==> config.mk <==
export PLATFORM = sky130hd
export DESIGN_NAME = reflet_mem_arbiter
export DESIGN_NICKNAME = d
export VERILOG_FILES = /design/src/rtl/reflet_mem_arbiter.sv
export SDC_FILE = /design/constraint.sdc
export NUM_CORES = 1
export LEC_CHECK = 0
export CORE_ASPECT_RATIO = 2
export CORE_MARGIN = 4
export CORE_UTILIZATION = 30
export DETAILED_ROUTE_END_ITERATION = 12
export MAX_ROUTING_LAYER = met4
export PLACE_DENSITY = 0.86
export SETUP_SLACK_MARGIN = 0.5
export SYNTH_ARGS = -nofsm -noshare
export SYNTH_HDL_FRONTEND = slang
export SYNTH_SLANG_ARGS = --single-unit
==> constraint.sdc <==
create_clock -name clk -period 4.5 [get_ports clk]
set_clock_uncertainty 0.2 [all_clocks]
set_input_delay 0.9 -clock clk [delete_from_list [all_inputs] [get_ports clk]]
set_output_delay 0.9 -clock clk [all_outputs]
set_load 0.02 [all_outputs]
==> src/rtl/reflet_mem_arbiter.sv <==
// reflet_mem_arbiter: shares one synchronous RAM port between the CPU address
// unit (master 0) and a secondary requester (master 1). Round-robin arbitration
// with a burst limit so that neither master can starve the other. Grants come
// from registered state only; RAM-side signals are muxed from the granted master.
module reflet_mem_arbiter #(
  parameter int wordsize  = 16,
  parameter int max_burst = 4
) (
  input  logic                clk,
  input  logic                reset,
  input  logic                m0_req,
  input  logic [wordsize-1:0] m0_addr,
  input  logic [wordsize-1:0] m0_wdata,
  input  logic                m0_we,
  output logic                m0_gnt,
  output logic [wordsize-1:0] m0_rdata,
  output logic                m0_rvalid,
  input  logic                m1_req,
  input  logic [wordsize-1:0] m1_addr,
  input  logic [wordsize-1:0] m1_wdata,
  input  logic                m1_we,
  output logic                m1_gnt,
  output logic [wordsize-1:0] m1_rdata,
  output logic                m1_rvalid,
  output logic [wordsize-1:0] ram_addr,
  output logic [wordsize-1:0] ram_data_out,
  input  logic [wordsize-1:0] ram_data_in,
  output logic                ram_write_en
);

  // Burst limiting is disabled entirely when max_burst is 0; the counter then
  // just saturates at its maximum and never forces a handover.
  localparam logic       LIMITED = (max_burst != 0);
  localparam logic [7:0] LAST    = (max_burst == 0) ? 8'hFF : 8'(max_burst - 1);

  typedef enum logic [1:0] {
    IDLE = 2'd0,
    G0   = 2'd1,
    G1   = 2'd2
  } state_t;

  state_t     r_state;
  state_t     w_nextState;
  logic       r_last;
  logic       w_nextLast;
  logic [7:0] r_burstCnt;
  logic       r_rvalid0;
  logic       r_rvalid1;
  logic       w_acc0;
  logic       w_acc1;
  logic       w_limit;

  assign m0_gnt    = (r_state == G0);
  assign m1_gnt    = (r_state == G1);
  assign w_acc0    = m0_gnt && m0_req;
  assign w_acc1    = m1_gnt && m1_req;
  assign w_limit   = LIMITED && (r_burstCnt == LAST);

  assign m0_rdata  = ram_data_in;
  assign m1_rdata  = ram_data_in;
  assign m0_rvalid = r_rvalid0;
  assign m1_rvalid = r_rvalid1;

  // Route the granted master's access to the RAM; drive zeros when nobody accesses.
  always_comb begin
    ram_addr     = '0;
    ram_data_out = '0;
    ram_write_en = 1'b0;
    if (w_acc0) begin
      ram_addr     = m0_addr;
      ram_data_out = m0_wdata;
      ram_write_en = m0_we;
    end else if (w_acc1) begin
      ram_addr     = m1_addr;
      ram_data_out = m1_wdata;
      ram_write_en = m1_we;
    end
  end

  // Next grant: round-robin tie break from IDLE, direct handover with no bubble.
  always_comb begin
    w_nextState = r_state;
    w_nextLast  = r_last;
    case (r_state)
      IDLE: begin
        if (m0_req && m1_req) begin
          w_nextState = r_last ? G0 : G1;
        end else if (m0_req) begin
          w_nextState = G0;
        end else if (m1_req) begin
          w_nextState = G1;
        end
      end
      G0: begin
        if (!m0_req) begin
          w_nextState = m1_req ? G1 : IDLE;
          w_nextLast  = 1'b0;
        end else if (m1_req && w_limit) begin
          w_nextState = G1;
          w_nextLast  = 1'b0;
        end
      end
      G1: begin
        if (!m1_req) begin
          w_nextState = m0_req ? G0 : IDLE;
          w_nextLast  = 1'b1;
        end else if (m0_req && w_limit) begin
          w_nextState = G0;
          w_nextLast  = 1'b1;
        end
      end
      default: begin
        w_nextState = IDLE;
      end
    endcase
  end

  // State and round-robin history; last starts at 1 so master 0 wins the first tie.
  always_ff @(posedge clk or negedge reset) begin
    if (!reset) begin
      r_state <= IDLE;
      r_last  <= 1'b1;
    end else begin
      r_state <= w_nextState;
      r_last  <= w_nextLast;
    end
  end

  // Count accesses within the current grant; restart on any grant change, saturate at the limit.
  always_ff @(posedge clk or negedge reset) begin
    if (!reset) begin
      r_burstCnt <= 8'd0;
    end else if (w_nextState != r_state) begin
      r_burstCnt <= 8'd0;
    end else if ((w_acc0 || w_acc1) && (r_burstCnt != LAST)) begin
      r_burstCnt <= r_burstCnt + 8'd1;
    end
  end

  // Flag a read's data one cycle later to the master that issued it, even across a grant switch.
  always_ff @(posedge clk or negedge reset) begin
    if (!reset) begin
      r_rvalid0 <= 1'b0;
      r_rvalid1 <= 1'b0;
    end else begin
      r_rvalid0 <= w_acc0 && !m0_we;
      r_rvalid1 <= w_acc1 && !m1_we;
    end
  end

endmodule
==> impl_metrics.json <==
{
  "die_w_um": 56.39,
  "io_pins": 155,
  "avgSynthCellArea_um2": 8.950,
  "clockBufferDepth": 2,
  "min_to": "r_last$_DFFE_PN1P_",
  "reg2reg_depth": 6,
  "track_usage_pct": 18.54,
  "hold_slack_ns": 0.3180,
  "vdd_drop_max_mv": 0.1989,
  "place_congestion": 1.050,
  "max_stage_delay_ns": 0.61,
  "worst_pin_slew_ns": 0.8862,
  "core_area_um2": 4554,
  "synth_edf_count": 0,
  "synthTopCellsByCount": "a22o_1, buf_4, dfrtp_1",
  "r2r_end": "r_burstCnt[5]$_DFFE_PN0P_",
  "num_rows": 35,
  "grt_pass1_wl_mm": 8.086,
  "nNetsFinal": 320,
  "clock-sinks": 13,
  "drv_cap": 0,
  "drt-wirelength-per-cell_um": 19.31,
  "dpl.hpwl_mm": 4.695,
  "vias": 1480,
  "synth_ff_type": "dfrtp_1",
  "design.die.area_um2": 5909,
  "syn_area_um2": 1405,
  "yosys.cell_count.top_type": "a22o_1",
  "synth.distinct_cells": 37,
  "hold_viol": 0,
  "hp-class": "register to register",
  "yosysTopAreaCell": "dfrtp_1",
  "synth-seq-area-share_pct": 23.24,
  "finalSetupViolCount": 0,
  "critPathTopFamily": "buffers and inverters",
  "p_leak_nw": 0.9073,
  "drive_gt1_share_pct": 5.702,
  "rsz0062_at_grt": "no",
  "numCtsBuffers": 3,
  "fin_crit_sh_pct": 83.76,
  "route.antenna.remaining_nets": 0,
  "slowest_stage": "clkdlybuf4s50_1",
  "synth_nets": 248,
  "min_delay_path_depth": 1,
  "cts_tree": "done",
  "grt_max_degree": 34,
  "crit_chain": "clkdlybuf4s50_1, nand2_1, nor2_2, buf_6, a22o_1, clkdlybuf4s50_1",
  "period_minus_slack_ns": 3.769,
  "antenna_found_initial": 0,
  "cpMostUsedCell": "clkdlybuf4s50_1",
  "start_util_pct": 30.85,
  "die_height_um": 104.8,
  "critPathCaptureType": "output port",
  "power.total_mw": 0.9075,
  "hold_path.startpoint": "r_last$_DFFE_PN1P_",
  "syn2layout_area_growth_pct": 65.81,
  "ys_warn_count": 0,
  "path_max_fanout": 33,
  "slew_viol_final": 0,
  "relSlewSlack_pct": 40.41,
  "regToRegStartpoint": "r_burstCnt[0]$_DFFE_PN0P_",
  "max_freq_ghz": 0.2653,
  "synth_seq_cells": 13,
  "cts_setup_buffers": 0,
  "clkLatencyLatePin_ns": 0.24,
  "dr.pass1.iters": 4,
  "clockRootBuffer": "clkbuf_8",
  "critical_path_arrival_ns": 2.67,
  "drtIter0Drc": 21,
  "portBuffers": 106,
  "diodes": 0,
  "grt_pass1_vias": 1605,
  "cp.required_ns": 3.40,
  "grt_overflow_total": 0,
  "start_kind": "input pin",
  "synth.area.top_cells": "dfrtp_1, a22o_1, buf_4, ha_1, a211oi_1",
  "path_buf_inv": 3,
  "htreeDepth": 1,
  "status": "complete, no violations",
  "drcViolationCount": 0,
  "p_per_area_nw_per_um2": 389.5,
  "path_clk_slew_ns": 0.05,
  "rrSetupSlack_ns": 1.84,
  "synthArstFlopShare_pct": 100.0,
  "finalSetupTns_ns": 0,
  "path_class": "input pin to output port",
  "netlist_instances": 157,
  "routed_wl_mm": 5.466,
  "vias_per_cell": 5.230,
  "fill_cells": 423,
  "synth.top_cell.area_share_pct": 21.37
}
cells by family after synthesis:
logic type,count (synthesis),share of synthesized area [%]
AO/OA/AOI/OAI,56,32.15
XOR/XNOR,8,4.987
adder cells (fa/ha/maj),5,4.452
buffers and inverters,45,21.10
flip-flops,13,23.24
multiplexers,1,0.7124
AND/OR/NAND/NOR,29,13.36
power by group:
part	switching, mW	total [mW]	internal, mW
clock network	0.0408	0.103	0.0625
logic	0.334	0.645	0.311
registers	0.0210	0.159	0.138
total	0.396	0.907	0.512
timing repair:
action	4_1_cts	5_1_grt
hold buffers	0	0
gates resized for setup	2	1
endpoints found under the setup margin	28	33
pin swaps	0	0
cloned	0	0
worst reg2reg max path: stages (launching register included):
cell and delay, ns:
dfrtp_1 0.38, ha_1 0.22, nor4b_4 0.37, and3_1 0.26, nor4_1 0.09, o31ai_1 0.77, a211oi_1 0.20
placed cells by master (no fill, tap or decap), drive strengths merged, types with 2 or more instances in the layout:
cell type / netlist / final
nor2: 5 / 5
ha: 5 / 5
nand2: 7 / 7
a22o: 33 / 33
buf: 33 / 3
nand3: 2 / 2
a21oi: 4 / 4
xor2: 3 / 3
a211o: 2 / 2
nor3b: 2 / 2
dfrtp: 12 / 12
clkdlybuf4s50: 0 / 105
a31oi: 3 / 3
nand4b: 2 / 2
nand2b: 2 / 2
clkbuf: 9 / 4
inv: 3 / 3
xnor2: 5 / 5
a211oi: 8 / 8
nor4b: 2 / 2
worst max-delay path by stage:
stage	from	end	slack, ns	cells past startpoint
after floorplan	m0_req	ram_addr[0]	1.22	6
after global placement	m0_req	ram_addr[15]	0.49	5
after detailed placement	m0_req	ram_addr[0]	0.45	5
after CTS	m0_req	ram_addr[0]	0.51	5
after global routing	m1_req	ram_addr[0]	0.61	6
final	m1_req	ram_addr[0]	0.73	6
layout make-up:
cell class / count / area (µm²) / share of cell area, %
clock buffers: 4 / 45.04 / 1.933
inverters: 3 / 11.26 / 0.4834
multi-input cells: 99 / 784.5 / 33.67
flip-flops and latches: 13 / 326.6 / 14.02
well taps: 55 / 68.82 / 2.954
repair buffers: 109 / 1094 / 46.94
layer usage:
metal  wire length (µm)  up-vias  share of wire [%]  track usage (%)
met1               1808      663                 33            16.89
met3                528       15                9.7            4.944
li1                   -      698                  -                -
met5                  0        -                  0                -
met4                156        0                2.9            8.149
met2               2973      104                 54            34.67
flip-flops by register name (all words and copies together), names as in the netlist:
signal / count
r_burstCnt: 8
r_state: 2
m0_rvalid: 1
m1_rvalid: 1
r_last: 1
through the flow:
stage / instances / utilization (%) / setup WS (ns) / cell area (µm²)
floorplan: 157 / - / 1.221 / 1405
global placement: 279 / 49.95 / 0.4857 / 2275
detailed placement: 279 / 49.95 / 0.4475 / 2275
CTS: 283 / 51.10 / 0.5126 / 2327
global route: 283 / 51.15 / 0.6141 / 2330
finish: 283 / 51.15 / 0.7306 / 2330
(Power assumes the default switching activity.)
